`config.mk`:
```
export PLATFORM = sky130hd
export DESIGN_NAME = vga_dac_port_fml
export DESIGN_NICKNAME = d
export VERILOG_FILES = /design/src/rtl/vga_dac_port_fml.sv
export SDC_FILE = /design/constraint.sdc
export NUM_CORES = 1
export LEC_CHECK = 0
export CELL_PAD_IN_SITES_DETAIL_PLACEMENT = 0
export CELL_PAD_IN_SITES_GLOBAL_PLACEMENT = 1
export CORE_ASPECT_RATIO = 2
export CORE_UTILIZATION = 38
export CTS_CLUSTER_DIAMETER = 200
export DETAILED_ROUTE_END_ITERATION = 12
export PLACE_DENSITY_LB_ADDON = 0.08
export SLEW_MARGIN = 20
export SYNTH_ARGS = -nofsm -noshare
export SYNTH_HDL_FRONTEND = slang
export SYNTH_SLANG_ARGS = --single-unit
```
`constraint.sdc`:
```
create_clock -name clk -period 2.63 [get_ports clk]
set_input_delay 0.3945 -clock clk [delete_from_list [all_inputs] [get_ports clk]]
set_output_delay 0.3945 -clock clk [all_outputs]
set_load 0.02 [all_outputs]
```
`src/rtl/vga_dac_port_fml.sv`:
```
// vga_dac_port_fml
//   Register front end for the VGA attribute controller port (0x3C0/0x3C1)
//   and the DAC ports (0x3C6-0x3C9).
//
//   Handshake: io_wr/io_rd are one-cycle strobes, and there is no ready signal.
//   A strobe seen at a clock edge is accepted unless a read is already pending.
//   A write is acked one cycle later. A read is acked two cycles later because
//   the palette and DAC arrays answer with one cycle of latency. io_rdata is
//   valid in the read ack cycle and holds until the next read ack. Strobes that
//   arrive while a read is pending are dropped. When both strobes arrive
//   together, the write is taken and the read is dropped.
//
//   Ports:
//     clk, rst (sync, active-low)
//     io_addr/io_wr/io_rd/io_wdata/io_rdata/io_ack : CPU I/O access
//     attr_ff_clr                   : clears the attribute flip-flop (0x3DA read)
//     pal_addr/pal_we/pal_write/pal_read/pal_enable : attribute palette side
//     pel_mask                      : PEL mask register
//     dac_we/dac_write_data_*       : DAC write side
//     dac_read_data_*/dac_read_data : DAC read side
module vga_dac_port_fml (
   input  logic       clk,
   input  logic       rst,
   input  logic [3:0] io_addr,
   input  logic       io_wr,
   input  logic       io_rd,
   input  logic [7:0] io_wdata,
   output logic [7:0] io_rdata,
   output logic       io_ack,
   input  logic       attr_ff_clr,
   output logic [3:0] pal_addr,
   output logic       pal_we,
   output logic [7:0] pal_write,
   input  logic [7:0] pal_read,
   output logic       pal_enable,
   output logic [7:0] pel_mask,
   output logic       dac_we,
   output logic [1:0] dac_write_data_cycle,
   output logic [7:0] dac_write_data_register,
   output logic [3:0] dac_write_data,
   output logic [1:0] dac_read_data_cycle,
   output logic [7:0] dac_read_data_register,
   input  logic [3:0] dac_read_data
);

   logic       ff;          // 0 = attribute address phase, 1 = data phase
   logic [4:0] attr_index;
   logic       rd_pend;     // a read has been accepted and is waiting for its ack
   logic [3:0] rd_addr;
   logic [1:0] dac_state;
   logic [7:0] wr_index;
   logic [7:0] rd_index;
   logic [1:0] wr_cycle;
   logic [1:0] rd_cycle;
   logic [7:0] rd_mux;
   logic       accept_wr;
   logic       accept_rd;

   assign accept_wr = io_wr && !rd_pend;
   assign accept_rd = io_rd && !io_wr && !rd_pend;

   assign pal_addr                = attr_index[3:0];
   assign dac_write_data_cycle    = wr_cycle;
   assign dac_write_data_register = wr_index;
   assign dac_read_data_cycle     = rd_cycle;
   assign dac_read_data_register  = rd_index;

   // Read data selection. This is sampled one cycle after the read was
   // accepted, so pal_read and dac_read_data already reflect the index.
   always_comb begin
      rd_mux = 8'h00;
      case (rd_addr)
         4'h0: rd_mux = {2'b00, pal_enable, attr_index};
         4'h1: rd_mux = attr_index[4] ? 8'h00 : pal_read;
         4'h6: rd_mux = pel_mask;
         4'h7: rd_mux = {6'b0, dac_state};
         4'h8: rd_mux = wr_index;
         4'h9: rd_mux = {2'b00, dac_read_data, 2'b00};
         default: rd_mux = 8'h00;
      endcase
   end

   always_ff @(posedge clk) begin
      if (!rst) begin
         ff             <= 1'b0;
         attr_index     <= 5'd0;
         pal_enable     <= 1'b0;
         pel_mask       <= 8'hFF;
         wr_index       <= 8'h00;
         rd_index       <= 8'h00;
         wr_cycle       <= 2'd0;
         rd_cycle       <= 2'd0;
         dac_state      <= 2'b00;
         io_rdata       <= 8'h00;
         io_ack         <= 1'b0;
         pal_we         <= 1'b0;
         pal_write      <= 8'h00;
         dac_we         <= 1'b0;
         dac_write_data <= 4'h0;
         rd_pend        <= 1'b0;
         rd_addr        <= 4'h0;
      end else begin
         io_ack <= 1'b0;
         pal_we <= 1'b0;
         dac_we <= 1'b0;

         // The write cursor advances after the dac_we cycle, so the DAC sees
         // the cycle and index that belong to the component being written.
         // A 0x3C8 write accepted in the same cycle overrides this below.
         if (dac_we) begin
            if (wr_cycle == 2'd2) begin
               wr_cycle <= 2'd0;
               wr_index <= wr_index + 8'd1;
            end else begin
               wr_cycle <= wr_cycle + 2'd1;
            end
         end

         if (rd_pend) begin
            rd_pend  <= 1'b0;
            io_ack   <= 1'b1;
            io_rdata <= rd_mux;
            if (rd_addr == 4'h9) begin
               if (rd_cycle == 2'd2) begin
                  rd_cycle <= 2'd0;
                  rd_index <= rd_index + 8'd1;
               end else begin
                  rd_cycle <= rd_cycle + 2'd1;
               end
            end
         end

         if (accept_wr) begin
            io_ack <= 1'b1;
            case (io_addr)
               4'h0: begin
                  if (!ff) begin
                     attr_index <= io_wdata[4:0];
                     pal_enable <= io_wdata[5];
                     ff         <= 1'b1;
                  end else begin
                     // Indices 16..31 are not palette entries: drop the data.
                     if (!attr_index[4]) begin
                        pal_we    <= 1'b1;
                        pal_write <= io_wdata;
                     end
                     ff <= 1'b0;
                  end
               end
               4'h6: pel_mask <= io_wdata;
               4'h7: begin
                  rd_index  <= io_wdata;
                  rd_cycle  <= 2'd0;
                  dac_state <= 2'b11;
               end
               4'h8: begin
                  wr_index  <= io_wdata;
                  wr_cycle  <= 2'd0;
                  dac_state <= 2'b00;
               end
               4'h9: begin
                  dac_we         <= 1'b1;
                  dac_write_data <= io_wdata[5:2];
               end
               default: ;
            endcase
         end

         if (accept_rd) begin
            rd_pend <= 1'b1;
            rd_addr <= io_addr;
         end

         // The clear comes last: a coincident 0x3C0 write was decoded with
         // the old ff above, but ff still ends at 0.
         if (attr_ff_clr) ff <= 1'b0;
      end
   end

endmodule

```
Word-level counts from Yosys, hierarchy flattened
Index checks and enable logic that the tools add are counted.

Add/sub/neg operators: 4. Equal/unequal tests: 11. Multiplexer cells: 27. Bitwise operators: 3. Reductions and logical operators: 17.

Operators with widths (count): 8-bit two-way mux (10); 8-bit one-hot mux with 6 select lines (1); 2-bit two-way mux (9); 8-bit by 1-bit adder with 8-bit output (second input constant) (2); 4-bit by 3-bit == test with 1-bit output (second input constant) (4); 4-bit == test (second input constant) (4); 2-bit AND reduction (5); 4-bit logical NOT (2); 4-bit AND reduction (2); 1-bit two-way mux (6); 2-bit by 1-bit adder with 2-bit output (second input constant) (2); 2-bit == test (second input constant) (2); 4-bit by 1-bit == test with 1-bit output (second input constant) (1); 2-bit one-hot mux with 2 select lines (1); 1-bit logical AND (3); 1-bit NOT (3); 3-bit AND reduction (1); 1-bit logical NOT (2); 2-bit nonzero test (1); 2-bit OR reduction (1).

Bits in registers: 65. Output and inout port bits: 56.

Logic depth before layout (Yosys ltp)
Gate-level depths: netlist of run 1.

Depth after elaboration: 6. Mapped depth: 6.

Least setup slack after synthesis of run 1
OpenSTA, ideal clock, no wires.

Kind: register to register. From: register rd_addr[3]. To: register io_rdata[1]. Library setup time: 0.121 ns. Data arrival time: 1.252 ns. Data required time: 2.509 ns. Setup slack: 1.257 ns. Stages on the path, launching flop included: 6. Path buffers: 1. Clock period less this slack: 1.373 ns. Path through: dfxtp_1 > buf_4 > mux2_2 > a22o_1 > a221oi_1 > o21ai_1.

Longest elaborated chain between the ends: 2. Elaborated cells on any way between the ends: 7. Classes of those cells: 5 x eq/ne; 1 x mux; 1 x reduce/logical.

RTL lines: from (decl) (RTL line 49) `logic [3:0] rd_addr;`; from (signal assigned) (RTL line 171) `rd_addr <= io_addr;`; 4-bit == test, or another cell as far along (RTL line 72) `case (rd_addr)`; 8-bit one-hot mux with 6 select lines (*) (RTL line 72); to (signal assigned) (RTL line 122) `io_rdata <= rd_mux;`; to (decl) (RTL line 28) `output logic [7:0] io_rdata,`.

Mark *: on every way between the ends. The rest lies on a longest branch, timed or not. A chain may end at the register's enable or synchronous reset.

Final worst setup path of run 1
From: register wr_index[3] (netlist: dac_write_data_register[3]). To: output dac_write_data_register[3].

RTL lines: from (decl) (RTL line 51) `logic [7:0] wr_index;`; from (signal assigned) (RTL line 113) `wr_index <= wr_index + 8'd1;`; from (signal assigned) (RTL line 157) `wr_index <= io_wdata;`; to (decl) (RTL line 39) `output logic [7:0] dac_write_data_register,`.

No word-level cell between the ends.

==> parameters.txt, run 1 <==
Parameter                              Value

Timing
  Worst Slack Setup Final ... 0.7751 ns
  Hold Fails Final Rpt ... 0
  Fin crit period ... approximately 1.9 ns
  Final count of negative-setup-slack endpoints ... 0
  RSZ-0062 raised after global routing ... no
  Clock Skews ... 0.006211 ns
  Upper clock frequency limit ... 539.1 MHz
  Number of max-slew violations in the final report ... 0
  Transition time at the pin with the least slew margin ... 0.7352 ns
  Relative slew slack ... roughly half
  Fraction of the cycle the final worst path needs ... between 70% and 80%
  Final sum of negative setup slack ... 0 ns

Clock tree
  Hold-fix buffers, CTS ... 0
  TritonCTS clock tree ... built
  Setup fix buffers added after clock tree synthesis ... 0
  CTS clock-pin slew for the worst setup and hold paths ... around 0.050 ns
  Cts bufs inserted ... 9
  Number of instances resized during post-cts repair ... 0
  Max clock buf depth ... 2
  Clock H-tree levels ... 3
  Worst skew pair latency ... 0.33 ns
  Number of clock sinks ... 64
  Root Buffer Master ... sky130_fd_sc_hd__clkbuf_16

Global routing
  Initial antenna violation count ... 0
  Wire length of the first global-routing pass ... around 14000 um
  Number of global-route vias before repair ... 2618
  Overflow left after global routing ... 0
  Pin count of the biggest net entering global routing ... 30
  Total GRT Usage ... 22.70%

Critical path
  Critical path peak fanout ... 7
  Crit Path Category ... flip-flop to output pin
  Crit path max-delay family ... buffers and inverters
  CP Data Arrival Time ... roughly 1.5 ns
  Data required time at the worst endpoint ... roughly 2.2 ns
  Sort of element at the end of the critical path ... output pin
  Largest stage delay on the critical path ... 0.66 ns
  Total buffers and inverters traversed by the critical path ... 1
  Series of cell instances along the critical path ... clkdlybuf4s50_1
  Highest-delay cell along the critical path ... sky130_fd_sc_hd__clkdlybuf4s50_1
  Element type at the critical path start ... flip-flop

Synthesis
  Cells after synthesis ... 326
  Synth Cell Area ... 2940 sq um
  Post-Synthesis Net Count ... 357
  Share of the yosys chip area belonging to registers ... 43.57%
  Fraction of registers with async set or reset after synthesis ... 0%
  Number of synthesized register bits ... 64
  Number of enable flip-flop cells after synthesis ... 0
  Unique cell type count in the Yosys netlist ... 45
  Post-synthesis area per instance ... 9.019 sq um
  Flip-flop cell with the highest count after synthesis ... sky130_fd_sc_hd__dfxtp_1
  Ys Warns ... 0

Place
  GPL Wtd Cong ... approximately 0.84
  Buffers on Ports ... 84
  Post-DP HPWL ... between 6000 and 7000 um
  Pre-CTS WS ... 0.5509 ns

Route
  Pre-Repair DR Iteration Count ... 4
  Number of DRC markers after the initial detailed-route iteration ... between 100 and 150
  Via Count ... about 2700
  Detail-routed net length per standard cell ... 17.20 um
  Number of vias per cell ... 5.277
  Aggregate routed wire length ... 8705 um
  Post-detailed-route count of antenna-violating nets ... 0
  DRC errors left ... 0

Power
  Leak pwr ... 1.604 nW
  IR drop worst, VDD ... 0.0004267 V
  Overall Power ... ~2.7 mW
  Power density relative to cell area ... ~630 nW/um^2

Floorplan
  Die Ht ... approximately 130 um
  Die Area ... around 8000 sq um
  Floorplan row count ... between 40 and 50
  IO Count ... 85
  Initial Util ... 38.97%
  Die X-Extent ... about 64 um
  Total core area ... 7545 sq um

Cells and area
  Area of the multi-input gates ... 1520 sq um
  Most common cell after layout, fill and taps aside ... sky130_fd_sc_hd__clkdlybuf4s50_1
  Fraction of layout instances using a drive strength above 1 ... around 8%
  Area of all sequential standard cells ... 1281 sq um
  Syn-to-layout area delta ... 43.36%
  Net count of the finished layout ... 438
  Fill cell count ... around 740
  Diodes inserted ... 0
  Commonest non-fill, non-tap cells in the layout ... sky130_fd_sc_hd__clkdlybuf4s50_1, sky130_fd_sc_hd__dfxtp_1, sky130_fd_sc_hd__nor2_1, sky130_fd_sc_hd__mux2i_1, sky130_fd_sc_hd__nand2_1

Flow run
  Number of violations of the max-capacitance limit ... 0

Status
  Run status ... finished, final reports clean

Worst hold path
  Path type of the worst min-delay path ... flip-flop to flip-flop
-- registers in the layout, summed over array words and instances (netlist names), 2 cells and up --
signal / count
dac_write_data: 4
dac_write_data_register: 8
dac_read_data_register: 8
io_rdata: 8
pel_mask: 8
dac_write_data_cycle: 2
attr_index: 5
pal_write: 8
dac_read_data_cycle: 2
rd_addr: 4
-- cells by family (layout without fill, tap and decap cells) --
kind of cell / count (synthesis) / after routing / synth area share [%]
mux: 36 / 36 / 12.34
compound gates: 66 / 66 / 13.28
xor+xnor: 15 / 15 / 4.468
buf+inv: 29 / 115 / 4.724
flops: 64 / 64 / 43.57
fa+ha+maj: 2 / 2 / 0.8509
simple gates: 114 / 114 / 20.77
-- cells in the mapped netlist (3+ instances only) --
library cell / instances / area (sq um)
sky130_fd_sc_hd__xor2_1: 4 / 35.03
sky130_fd_sc_hd__xnor2_1: 11 / 96.34
sky130_fd_sc_hd__buf_4: 6 / 45.04
sky130_fd_sc_hd__nor2_1: 39 / 146.4
sky130_fd_sc_hd__clkbuf_1: 8 / 30.03
sky130_fd_sc_hd__a22o_1: 3 / 26.28
sky130_fd_sc_hd__nor3_1: 6 / 30.03
sky130_fd_sc_hd__a21oi_1: 24 / 120.1
sky130_fd_sc_hd__nor2b_1: 7 / 43.79
sky130_fd_sc_hd__buf_2: 6 / 30.03
sky130_fd_sc_hd__o21ai_0: 24 / 120.1
sky130_fd_sc_hd__dfxtp_1: 64 / 1281
sky130_fd_sc_hd__nand4_1: 9 / 56.30
sky130_fd_sc_hd__inv_1: 7 / 26.28
sky130_fd_sc_hd__nand3_1: 6 / 30.03
sky130_fd_sc_hd__nand2_1: 25 / 93.84
sky130_fd_sc_hd__a221oi_1: 5 / 43.79
sky130_fd_sc_hd__mux2i_1: 34 / 340.3
-- final cells by class --
cell class                      count  area share, %
Multi-Input combinational cell    233          36.06
Clock inverter                      7          3.413
Timing Repair Buffer               92          21.37
Sequential cell                    64          30.39
Inverter                            7         0.6233
Clock buffer                        9          5.343
Tap cell                           94          2.790
-- through the flow --
stage | util (%) | instance area (sq um) | hold slack [ns] | instances
after floorplan | - | 2940 | 0.4207 | 326
after global placement | 50.98 | 3846 | 0.4429 | 490
after detailed placement | 50.98 | 3846 | 0.4376 | 490
after CTS | 55.87 | 4215 | 0.4527 | 506
after global routing | 55.87 | 4215 | 0.4897 | 506
final | 55.87 | 4215 | 0.4502 | 506
-- where the power goes --
part,internal [mW],total (mW),switching [mW],leakage [nW]
registers,0.985,1.01,0.0206,0.518
clock network,1.02,1.46,0.439,0.172
logic,0.0891,0.185,0.0957,0.915
-- metal layers --
| layer | vias to the layer above | part of all wire, % | GRT usage (%) | routed length (um) |
|---|---|---|---|---|
| li1 | 1318 | - | - | - |
| met1 | 1254 | 38 | 23.62 | 3280 |
| met2 | 80 | 55 | 42.30 | 4830 |
| met3 | 18 | 4.3 | 4.946 | 370 |
| met4 | 0 | 2.6 | 9.935 | 224 |
| met5 | - | 0 | 0 | 0 |
-- worst paths after layout --
check,endpoint,startpoint,slack [ns],cells past startpoint
setup reg to reg,attr_index[2],rd_pend,0.91,4
setup / recovery,dac_write_data_register[3],dac_write_data_register[3],0.78,1
hold reg to reg,dac_state[0],dac_state[0],0.45,2
hold / removal,dac_state[0],dac_state[0],0.45,2
No activity file was read; power rests on OpenSTA's default activity.
==> inputs of run 2 (changes only) <==
CORE_UTILIZATION = 32   (was 38)
clock period = 1.7 ns   (was 2.63 ns; I/O delays follow)
==> run 2 against run 1 <==
Register-to-register slack got worse by 0.73 ns. Clock power increased by 36%. Total power increased by 45%. Critical endpoint is now dac_write_data_cycle[1]. Largest power group unchanged. Highest routed layer unchanged.
==> parameters.txt, run 2 (synthesis gave the netlist of run 1 again) <==
Parameter                              Value

Status
  Run status ... finished, final reports clean

Timing
  Hold Fails Final Rpt ... 0 (unchanged)
  Upper clock frequency limit ... between 600 and 700 MHz
  Transition time at the pin with the least slew margin ... 0.5284 ns (-0.2068 ns)
  Fin crit period ... 1.645 ns
  Final count of negative-setup-slack endpoints ... 0 (unchanged)
  Fraction of the cycle the final worst path needs ... 96.76%
  Relative slew slack ... 64.64% (+14 points)
  Clock Skews ... 0.003079 ns (-0.003131 ns)
  Hold Slack ... 0.4548 ns (+0.004617 ns)
  Number of max-slew violations in the final report ... 0 (unchanged)
  RSZ-0062 raised after global routing ... no

Clock tree
  CTS clock-pin slew for the worst setup and hold paths ... 0.05 ns (about the same)
  Root Buffer Master ... sky130_fd_sc_hd__clkbuf_16
  Hold-fix buffers, CTS ... 0 (unchanged)
  TritonCTS clock tree ... built
  Worst skew pair latency ... 0.33 ns (about the same)
  Setup fix buffers added after clock tree synthesis ... 0 (unchanged)
  Clock H-tree levels ... 3 (unchanged)
  Cts bufs inserted ... 9 (unchanged)
  Max clock buf depth ... 2 (unchanged)
  Number of clock sinks ... 64 (unchanged)

Power
  Overall Power ... 3.850 mW (+45%)
  IR drop worst, VDD ... 0.0006477 V (+52%)
  Power density relative to cell area ... 883.2 nW/um^2 (+40%)
  Leak pwr ... 1.775 nW (+11%)

Cells and area
  Most common cell after layout, fill and taps aside ... sky130_fd_sc_hd__clkdlybuf4s50_1
  Final cell count without fillers ... 530 (+4.7%)
  Net count of the finished layout ... 454 (+3.7%)
  Fraction of layout instances using a drive strength above 1 ... 11.92% (+3.9 points)
  Commonest non-fill, non-tap cells in the layout ... sky130_fd_sc_hd__clkdlybuf4s50_1, sky130_fd_sc_hd__dfxtp_1, sky130_fd_sc_hd__nor2_1, sky130_fd_sc_hd__mux2i_1, sky130_fd_sc_hd__nand2_1
  Syn-to-layout area delta ... 48.26%
  Diodes inserted ... 0 (unchanged)

Critical path
  CP Data Arrival Time ... 1.39 ns (-0.07 ns)
  Series of cell instances along the critical path ... clkdlybuf4s50_1
  Crit path max-delay family ... buffers and inverters
  Element type at the critical path start ... flip-flop
  Total buffers and inverters traversed by the critical path ... 1 (unchanged)
  Crit Path Category ... flip-flop to output pin
  Register-to-Register Setup Slack ... 0.18 ns (-0.73 ns)
  Largest stage delay on the critical path ... 0.64 ns (-0.02 ns)
  Critical path peak fanout ... 7 (unchanged)
  Data required time at the worst endpoint ... 1.44 ns (-0.80 ns)
  Sort of element at the end of the critical path ... output pin
  Highest-delay cell along the critical path ... sky130_fd_sc_hd__clkdlybuf4s50_1
  Worst reg2reg path startpoint ... rd_pend
  Reg2reg path depth ... 5 (+1)
  Crit. path cell count ... 1 (unchanged)
  Critical Path Start ... dac_write_data_cycle[1]

Route
  Pre-Repair DR Iteration Count ... 4 (unchanged)
  DRC errors left ... 0 (unchanged)
  Detail-routed net length per standard cell ... 17.28 um (+0.46%)
  Number of vias per cell ... 5.060 (-4.1%)
  Number of DRC markers after the initial detailed-route iteration ... 115 (+13%)
  Aggregate routed wire length ... 9160 um (+5.2%)
  Post-detailed-route count of antenna-violating nets ... 0 (unchanged)
  Via Count ... 2682 (+0.45%)

Global routing
  Number of global-route vias before repair ... 2677 (+2.3%)
  Wire length of the first global-routing pass ... 14380 um (+5.0%)
  Total GRT Usage ... 19.86% (-2.8 points)
  Pin count of the biggest net entering global routing ... 30 (unchanged)
  Initial antenna violation count ... 0 (unchanged)
  Overflow left after global routing ... 0 (unchanged)

Place
  GPL Wtd Cong ... 0.8509 (+0.99%)
  Buffers on Ports ... 84 (unchanged)
  Post-DP HPWL ... 7130 um (+10%)
  Number of cells after detailed placement ... 514 (+4.9%)

Floorplan
  Die Ht ... 137.6 um (+8.8%)
  IO Count ... 85 (unchanged)
  Die Area ... 9599 sq um (+18%)
  Total core area ... 8951 sq um (+19%)
  Floorplan row count ... 49 (+8.9%)
  Initial Util ... 32.85% (-6.1 points)
  Die X-Extent ... 69.78 um (+8.7%)

Worst hold path
  Instance count along the most critical hold path ... 2 (unchanged)
  Worst hold path startpoint ... io_rdata[0]
  Path type of the worst min-delay path ... flip-flop to flip-flop

Flow run
  Number of violations of the max-capacitance limit ... 0 (unchanged)
## run 2: changes by cell type in the layout (fill, tap and decap cells not counted), moves of 2 or more
cell	before	now
sky130_fd_sc_hd__bufinv_16	4	2
sky130_fd_sc_hd__dlymetal6s2s_1	0	4
sky130_fd_sc_hd__buf_4	8	20
sky130_fd_sc_hd__dlygate4sd2_1	0	2
sky130_fd_sc_hd__clkinv_2	0	3
sky130_fd_sc_hd__buf_12	0	4
sky130_fd_sc_hd__clkdlybuf4s50_1	84	78
## run 2: worst paths after layout
kind | end
min reg2reg | io_rdata[0]
min | io_rdata[0]
max reg2reg | dac_read_data_register[6]
max | dac_write_data_cycle[1]
## run 2: metal layers
metal	track usage [%]	wire, um	part of all wire [%]
met5	0	0	0
met1	20.63	3474	38
met4	10.44	310	3.4
met2	36.91	5087	56
met3	4.097	287	3.1
## run 2: stage by stage
step,cell area [sq um],util [%],setup TNS [ns],setup WS [ns]
6_report,4359,48.70,0,0.05502
5_1_grt,4359,48.70,0,0.003553
4_1_cts,4345,48.55,0,0.02301
3_5_place_dp,4026,44.98,-0.7148,-0.07638
3_3_place_gp,4026,44.98,-0.6762,-0.07513
2_1_floorplan,2940,-,0,0.3270
## run 2: area by class of cell
cell class,count,area (sq um)
fill,865,4592
multi-input combinational,233,1523
sequential,64,1282
timing repair buffer,108,1079
clock buffer,10,239.0
tap,102,127.6
clock inverter,6,82.58
inverter,7,26.28
## run 2: where the power goes
| part | switching (mW) | internal (mW) | total, mW |
|---|---|---|---|
| combinational | 0.159 | 0.159 | 0.319 |
| sequential | 0.0267 | 1.52 | 1.55 |
| clock | 0.667 | 1.31 | 1.98 |
## run 2: what timing repair did
item | CTS | global route
gates resized for setup | 2 | 6
endpoints found under the setup margin | 2 | 5
gates cloned | 0 | 0
